## src/rtl/ctrl_pipe.sv

```systemverilog
// ctrl_pipe: RV32I decode-and-control pipeline D -> E -> M1..Mk -> W.
// D decodes opcode/funct3/funct7 into a control bundle that is registered
// into E, then memory/writeback controls travel through M_STAGES memory
// stages into W. Per-stage stall/flush and an ECALL drain-then-halt FSM.
// Optional feature macro: CTRL_MULDIV_EN (RV32M decode of funct7=0000001).
module ctrl_pipe #(
  parameter int M_STAGES = 1,
  parameter int ALUOP_W  = 4
) (
  input  logic               clk,
  input  logic               rstn,
  input  logic [6:0]         opcode,
  input  logic [2:0]         funct3,
  input  logic [6:0]         funct7,
  input  logic               valid_d,
  input  logic               stall,
  input  logic               flush,
  input  logic               eflush,
  input  logic               resume,
  output logic [2:0]         mode,
  output logic [2:0]         branch_e,
  output logic [ALUOP_W-1:0] alu_op_e,
  output logic               alu_src1_e,
  output logic [1:0]         alu_src2_e,
  output logic               uors_e,
  output logic               sp_sign_e,
  output logic               mem_read_e,
  output logic [2:0]         extmode2_e,
  output logic               muldiv_e,
  output logic               mem_write_m,
  output logic               mem_to_reg_m,
  output logic               reg_write_m,
  output logic [2:0]         extmode1_m,
  output logic               reg_write_w,
  output logic               stop
);

  localparam logic [6:0] OP_ALUI   = 7'b0010011;
  localparam logic [6:0] OP_ALU    = 7'b0110011;
  localparam logic [6:0] OP_LUI    = 7'b0110111;
  localparam logic [6:0] OP_AUIPC  = 7'b0010111;
  localparam logic [6:0] OP_BRANCH = 7'b1100011;
  localparam logic [6:0] OP_LOAD   = 7'b0000011;
  localparam logic [6:0] OP_STORE  = 7'b0100011;
  localparam logic [6:0] OP_SYSTEM = 7'b1110011;

  // Drain length covers E plus every M stage so W sees the last real op.
  localparam logic [2:0] CNT_INIT = 3'(M_STAGES + 1);

  typedef enum logic [1:0] {S_RUN, S_DRAIN, S_HALT} state_t;

  // Controls that continue past E into the memory/writeback stages.
  typedef struct packed {
    logic       mem_write;
    logic       mem_to_reg;
    logic       reg_write;
    logic [2:0] extmode1;
  } mctl_t;

  typedef struct packed {
    logic [2:0]         branch;
    logic [ALUOP_W-1:0] alu_op;
    logic               alu_src1;
    logic [1:0]         alu_src2;
    logic               uors;
    logic               sp_sign;
    logic               mem_read;
    logic [2:0]         extmode2;
    logic               muldiv;
    mctl_t              mctl;
  } ectl_t;

  state_t state_q, state_nx;
  logic [2:0] cnt_q, cnt_nx;

  ectl_t dec_d;
  logic  ecall_d;
  logic  vld_d;
  logic  e_load;

  ectl_t                ctl_p0;
  logic                 vld_p0;
  mctl_t                ctl_pm [M_STAGES];
  logic [M_STAGES-1:0]  vld_pm;
  logic                 reg_write_pw;
  logic                 vld_pw;

`ifndef CTRL_MULDIV_EN
  logic unused_funct7;
  assign unused_funct7 = ^{funct7[6], funct7[4:0]};
`endif

  // E accepts the D decode only when nothing kills or holds it this cycle.
  assign e_load = !flush && !eflush && !stall;

  // Immediate-format code straight from the D-stage opcode.
  always_comb begin
    mode = 3'd0;
    case (opcode)
      OP_ALUI:           mode = (funct3 == 3'b001 || funct3 == 3'b101) ? 3'd2 : 3'd1;
      OP_LOAD:           mode = 3'd1;
      OP_LUI, OP_AUIPC:  mode = 3'd3;
      OP_BRANCH:         mode = 3'd5;
      OP_STORE:          mode = 3'd6;
      default:           mode = 3'd0;
    endcase
  end

  // D-stage decode; anything outside RUN or without valid_d is a bubble.
  always_comb begin
    dec_d   = '0;
    ecall_d = 1'b0;
    vld_d   = 1'b0;
    if (valid_d && state_q == S_RUN) begin
      case (opcode)
        OP_ALUI: begin
          vld_d                = 1'b1;
          dec_d.alu_op         = ALUOP_W'(funct3);
          dec_d.alu_src1       = 1'b1;
          dec_d.mctl.reg_write = 1'b1;
        end
        OP_ALU: begin
          vld_d                = 1'b1;
          dec_d.mctl.reg_write = 1'b1;
`ifdef CTRL_MULDIV_EN
          if (funct7 == 7'b0000001) begin
            dec_d.alu_op = ALUOP_W'({1'b1, funct3});
            dec_d.muldiv = 1'b1;
          end else begin
            dec_d.alu_op = ALUOP_W'({1'b0, funct3});
          end
`else
          dec_d.alu_op = ALUOP_W'({1'b0, funct3});
`endif
        end
        OP_LUI: begin
          vld_d                = 1'b1;
          dec_d.alu_src1       = 1'b1;
          dec_d.alu_src2       = 2'd2;
          dec_d.mctl.reg_write = 1'b1;
        end
        OP_AUIPC: begin
          vld_d                = 1'b1;
          dec_d.alu_src1       = 1'b1;
          dec_d.alu_src2       = 2'd1;
          dec_d.mctl.reg_write = 1'b1;
        end
        OP_BRANCH: begin
          vld_d = 1'b1;
          case (funct3)
            3'b000: begin dec_d.alu_op = ALUOP_W'(3'b010); dec_d.branch = 3'b010; end
            3'b001: begin dec_d.alu_op = ALUOP_W'(3'b010); dec_d.branch = 3'b101; end
            3'b100: begin dec_d.alu_op = ALUOP_W'(3'b010); dec_d.branch = 3'b100; end
            3'b101: begin dec_d.alu_op = ALUOP_W'(3'b010); dec_d.branch = 3'b011; end
            3'b110: begin dec_d.alu_op = ALUOP_W'(3'b011); dec_d.branch = 3'b100; dec_d.uors = 1'b1; end
            3'b111: begin dec_d.alu_op = ALUOP_W'(3'b011); dec_d.branch = 3'b011; dec_d.uors = 1'b1; end
            default: ;
          endcase
        end
        OP_LOAD: begin
          vld_d                 = 1'b1;
          dec_d.mem_read        = 1'b1;
          dec_d.alu_src1        = 1'b1;
          dec_d.mctl.mem_to_reg = 1'b1;
          dec_d.mctl.reg_write  = 1'b1;
          case (funct3)
            3'b000:  dec_d.mctl.extmode1 = 3'b001;
            3'b001:  dec_d.mctl.extmode1 = 3'b011;
            3'b100:  dec_d.mctl.extmode1 = 3'b010;
            3'b101:  dec_d.mctl.extmode1 = 3'b100;
            default: dec_d.mctl.extmode1 = 3'b000;
          endcase
        end
        OP_STORE: begin
          vld_d                = 1'b1;
          dec_d.alu_src1       = 1'b1;
          dec_d.mctl.mem_write = 1'b1;
          case (funct3)
            3'b000:  dec_d.extmode2 = 3'b010;
            3'b001:  dec_d.extmode2 = 3'b100;
            default: dec_d.extmode2 = 3'b000;
          endcase
        end
        OP_SYSTEM: begin
          vld_d   = 1'b1;
          ecall_d = 1'b1;
        end
        default: ;
      endcase
      if (vld_d && !ecall_d) dec_d.sp_sign = funct7[5];
    end
  end

  // Halt FSM state and drain counter.
  always_ff @(posedge clk) begin
    if (!rstn) begin
      state_q <= S_RUN;
      cnt_q   <= '0;
    end else begin
      state_q <= state_nx;
      cnt_q   <= cnt_nx;
    end
  end

  // Halt FSM: enter DRAIN when an ECALL lands in E, halt once drained.
  always_comb begin
    state_nx = state_q;
    cnt_nx   = cnt_q;
    stop     = 1'b0;
    case (state_q)
      S_RUN: begin
        if (ecall_d && e_load) begin
          state_nx = S_DRAIN;
          cnt_nx   = CNT_INIT;
        end
      end
      S_DRAIN: begin
        if (cnt_q == 3'd0) state_nx = S_HALT;
        else               cnt_nx   = cnt_q - 3'd1;
      end
      S_HALT: begin
        stop = 1'b1;
        if (resume) state_nx = S_RUN;
      end
      default: state_nx = S_RUN;
    endcase
  end

  // D -> E boundary: flushes load a bubble, stall holds E.
  always_ff @(posedge clk) begin
    if (!rstn) begin
      ctl_p0 <= '0;
      vld_p0 <= 1'b0;
    end else if (flush || eflush) begin
      ctl_p0 <= '0;
      vld_p0 <= 1'b0;
    end else if (!stall) begin
      ctl_p0 <= dec_d;
      vld_p0 <= vld_d;
    end
  end

  // E -> M1 -> ... -> Mk boundary: M1 bubbles on flush or a plain stall, later stages always shift.
  always_ff @(posedge clk) begin
    if (!rstn) begin
      for (int i = 0; i < M_STAGES; i++) ctl_pm[i] <= '0;
      vld_pm <= '0;
    end else begin
      if (flush || (stall && !eflush)) begin
        ctl_pm[0] <= '0;
        vld_pm[0] <= 1'b0;
      end else begin
        ctl_pm[0] <= ctl_p0.mctl;
        vld_pm[0] <= vld_p0;
      end
      for (int i = 1; i < M_STAGES; i++) begin
        ctl_pm[i] <= ctl_pm[i-1];
        vld_pm[i] <= vld_pm[i-1];
      end
    end
  end

  // Mk -> W boundary: always advances.
  always_ff @(posedge clk) begin
    if (!rstn) begin
      reg_write_pw <= 1'b0;
      vld_pw       <= 1'b0;
    end else begin
      reg_write_pw <= ctl_pm[M_STAGES-1].reg_write;
      vld_pw       <= vld_pm[M_STAGES-1];
    end
  end

  assign branch_e     = ctl_p0.branch;
  assign alu_op_e     = ctl_p0.alu_op;
  assign alu_src1_e   = ctl_p0.alu_src1;
  assign alu_src2_e   = ctl_p0.alu_src2;
  assign uors_e       = ctl_p0.uors;
  assign sp_sign_e    = ctl_p0.sp_sign;
  assign mem_read_e   = ctl_p0.mem_read;
  assign extmode2_e   = ctl_p0.extmode2;
  assign muldiv_e     = ctl_p0.muldiv;
  assign mem_write_m  = ctl_pm[0].mem_write & vld_pm[0];
  assign mem_to_reg_m = ctl_pm[M_STAGES-1].mem_to_reg & vld_pm[M_STAGES-1];
  assign reg_write_m  = ctl_pm[M_STAGES-1].reg_write & vld_pm[M_STAGES-1];
  assign extmode1_m   = ctl_pm[M_STAGES-1].extmode1 & {3{vld_pm[M_STAGES-1]}};
  assign reg_write_w  = reg_write_pw & vld_pw;

endmodule

```

## config.mk

```make
export PLATFORM = sky130hd
export DESIGN_NAME = ctrl_pipe
export DESIGN_NICKNAME = d
export VERILOG_FILES = /design/src/rtl/ctrl_pipe.sv
export SDC_FILE = /design/constraint.sdc
export NUM_CORES = 1
export LEC_CHECK = 0
export CAP_MARGIN = 20
export CORE_AREA = 2 2 61 63
export CTS_CLUSTER_DIAMETER = 40
export DETAILED_ROUTE_END_ITERATION = 10
export DIE_AREA = 0 0 63 65
export MAX_ROUTING_LAYER = met4
export PLACE_DENSITY = 0.94
export SETUP_SLACK_MARGIN = 0.4
export SYNTH_ARGS = -nofsm -noshare
export SYNTH_HDL_FRONTEND = slang
export SYNTH_SLANG_ARGS = --single-unit
```

## constraint.sdc

```tcl
create_clock -name clk -period 3.2 [get_ports clk]
set_input_delay 0.64 -clock clk [delete_from_list [all_inputs] [get_ports clk]]
set_output_delay 0.64 -clock clk [all_outputs]
set_load 0.05 [all_outputs]
```

==> out/metrics.yaml <==
floorplanning:
  ios: 52
  rows: 22
  die_width_um: 63
  initial_utilization: 0.478
  die_area_mm2: 0.00410
  die_h_um: 65
  core_area_mm2: 0.00350
logic_synthesis:
  yosysUniqueCellTypes: 39
  synthesis_stage_register_bit_count: 34
  avgSynthCellArea_um2: 8.88
  netlist_area_mm2: 0.00167
  synth_seq_area_share: 0.443
  synthCells: 188
  yosys_warning_count: 0
routing:
  drc: 0
  final_antenna_net_count: 0
  post_drt_wl_per_cell_um: 12.6
  route.vias.total: 1434
  drt-pass1-iter-count: 6
  finalWirelength_mm: 3.49
  vias_per_std_cell: 5.16
  drtIter0Drc: 59
timing:
  finalSetupViolations: 0
  timing_worst_slew_pin_value_ps: 596
  achievable-frequency_mhz: 369
  max-slew-margin-rel: 0.603
  period_needed_ps: 2710
  finalHoldViolations: 0
  total_negative_setup_slack_ps: 0
  unrepaired_setup_endpoints_after_global_routing: "no"
  period_share: 0.846
  timing.final.max_slew_violations: 0
  finalClockSkew_ps: 4.05
setup_path:
  max_stage_delay_ps: 440
  worst-r2r-setup-slack_ps: 1250
  timing.critical_path.depth: 6
  critical_path_arrival_ps: 2070
  reg2regPathDepth: 5
  cp_max_fo: 3
  worst_reg2reg_endpoint: "ctl_p0[0]$_SDFFE_PP0N_"
  worst_setup_path_endpoint: "mode[0]"
  start_kind: "primary input"
  worst_ep_required_time_ps: 2560
  timing.setup.critical_path_class: "in -> out"
  worstSetupEndpointType: "output port"
  worst_path_cell_chain: "clkdlybuf4s50_1, inv_1, nor2_1, a2111o_1, a31oi_4, buf_12"
  timing.critical_path.max_delay_family: "buffers and inverters"
  rr_startpoint: "state_q[0]$_SDFFE_PN0P_"
  worst-path-buf-inv: 3
  critical_path.slowest_cell: "sky130_fd_sc_hd__a2111o_1"
  setup.worst_path.start: "funct3[0]"
grt:
  number_of_antenna_violations_at_the_first_check_in_global_routing: 0
  grt_first_pass_wirelength_mm: 5.67
  grt.total_usage: 0.183
  first_global_vias: 1270
  grt_max_degree: 22
  grt_overflow: 0
cts:
  worstSkewPairLatency_ps: 330
  clkSlewWorstSetupHoldPaths_ps: 90
  cts_hold_buffers: 0
  cts-buffers-inserted: 5
  clock_sink_count: 34
  ctsHtreeMaxLevel: 2
  clk_root_buffer_cell: "sky130_fd_sc_hd__clkbuf_4"
  clockBufferDepth: 2
  cts_tree: "done"
  post_cts_setup_buffer_count: 0
place:
  gp_routability_congestion: 0.725
  hpwl_mm: 2.65
  postPlaceCellArea_mm2: 0.00214
  port-buffer-count: 42
power_and_ir_drop:
  power_mw: 0.761
  ir_worst_vdd_mv: 0.169
  leak_pwr_nw: 0.762
  total_power_per_unit_cell_area_mw_per_mm2: 344
layout:
  antenna-diode-count: 0
  p_r_area_growth_vs_syn_pct: 32.5
  design.final.nets: 256
  drive_gt1_frac: 0.113
  stdcell_area_mm2: 0.00221
flow_run:
  cap_violations: 0
hold_path:
  hold_path_class: "reg -> reg"
outcome:
  status: "finished clean"
[power breakdown]
part / total (mW) / switching (mW) / internal, mW
Combinational: 0.0907 / 0.0507 / 0.0400
Clock: 0.232 / 0.129 / 0.104
Sequential: 0.438 / 0.000772 / 0.437
[synthesized netlist by cell type (all sizes together)]
master	instances	area share
a2111o	1	0.0067
a21boi	1	0.0045
a21oi	12	0.036
a22oi	6	0.027
a311oi	1	0.0090
a31oi	2	0.0075
a32oi	3	0.016
and2	16	0.060
buf	14	0.061
clkbuf	9	0.020
conb	2	0.0045
dfxtp	28	0.34
edfxtp	6	0.11
ha	2	0.015
inv	5	0.011
mux2	2	0.013
nand2	12	0.027
nand2b	9	0.034
nand3	11	0.033
nand3b	3	0.013
nand4	2	0.0075
nand4b	1	0.0052
nor2	16	0.036
nor2b	3	0.011
nor3	5	0.018
nor3b	1	0.0045
nor4	2	0.016
o21a	1	0.0045
o21ai	5	0.015
o31ai	2	0.0090
or3	1	0.0037
or4b	2	0.014
or4bb	1	0.0067
xnor2	1	0.0052
[through the flow]
stage,std cells,utilization,setup slack [ps],hold slack (ps)
floorplan,195,-,380,431
detailed placement,271,0.613,416,453
global route,278,0.633,407,492
global placement,271,0.613,403,440
finish,278,0.633,493,464
CTS,278,0.631,460,467
[per-layer routing]
metal	global-route usage	vias to the layer above	part of all wire
met5	-	-	0
met1	0.205	663	0.43
met4	0.0583	0	0.0040
met2	0.318	51	0.51
met3	0.0486	3	0.056
li1	-	717	-
[registers in the layout (all words and copies together), names as in the netlist]
name / flops
ctl_pm: 6
ctl_p0: 5
alu_op_e: 3
branch_e: 3
cnt_q: 3
alu_src2_e: 2
extmode2_e: 2
state_q: 2
alu_src1_e: 1
mem_read_e: 1
reg_write_pw: 1
sp_sign_e: 1
uors_e: 1
vld_p0: 1
vld_pm: 1
vld_pw: 1
[cell usage in the layout (no fill, tap or decap), types with 5 or more instances in the layout]
cell type / n
sky130_fd_sc_hd__clkdlybuf4s50_1: 39
sky130_fd_sc_hd__dfxtp_1: 28
sky130_fd_sc_hd__nor2_1: 16
sky130_fd_sc_hd__and2_1: 16
sky130_fd_sc_hd__a21oi_1: 12
sky130_fd_sc_hd__nand2_1: 12
sky130_fd_sc_hd__nand3_1: 11
sky130_fd_sc_hd__nand2b_1: 9
sky130_fd_sc_hd__conb_1: 9
sky130_fd_sc_hd__buf_4: 9
sky130_fd_sc_hd__a22oi_1: 6
sky130_fd_sc_hd__edfxtp_1: 6
sky130_fd_sc_hd__inv_1: 5
sky130_fd_sc_hd__clkbuf_4: 5
[cell families after synthesis]
family | share of synthesized area
compound gates | 0.135
flops | 0.443
other cells | 0.00450
fa+ha+maj | 0.0150
mux | 0.0135
xor+xnor | 0.00524
simple gates | 0.291
buf+inv | 0.0929
[how the worst min path moves through the flow]
stage | to | start | cells past startpoint
floorplan | vld_pm$_SDFF_PN0_ | vld_p0$_SDFFE_PP0N_ | 1
global placement | vld_pm$_SDFF_PN0_ | vld_p0$_SDFFE_PP0N_ | 1
detailed placement | sp_sign_e$_SDFFE_PP0N_ | sp_sign_e$_SDFFE_PP0N_ | 2
CTS | sp_sign_e$_SDFFE_PP0N_ | sp_sign_e$_SDFFE_PP0N_ | 2
global route | alu_src2_e[1]$_SDFFE_PP0N_ | alu_src2_e[1]$_SDFFE_PP0N_ | 2
finish | sp_sign_e$_SDFFE_PP0N_ | sp_sign_e$_SDFFE_PP0N_ | 2
[worst reg2reg max path, cell delays in order (launching register included)]
cell                      delay [ps]
sky130_fd_sc_hd__dfxtp_1         330
sky130_fd_sc_hd__or4b_1          560
sky130_fd_sc_hd__buf_4           200
sky130_fd_sc_hd__nor4_4          350
sky130_fd_sc_hd__nand3_1         210
sky130_fd_sc_hd__o31ai_1         230
[layout make-up]
class / count / area, um^2
inverters: 5 / 18.8
repair buffers: 51 / 518
well taps: 48 / 60.1
flip-flops and latches: 34 / 741
clock buffers: 7 / 55.1
fillers: 295 / 1280
multi-input cells: 133 / 821
[what timing repair did]
action,in CTS,in global routing
endpoints found under the setup margin,1,1
resized for setup,1,1
gates cloned,0,0
Note: power is estimated with default switching activity, not from simulation.
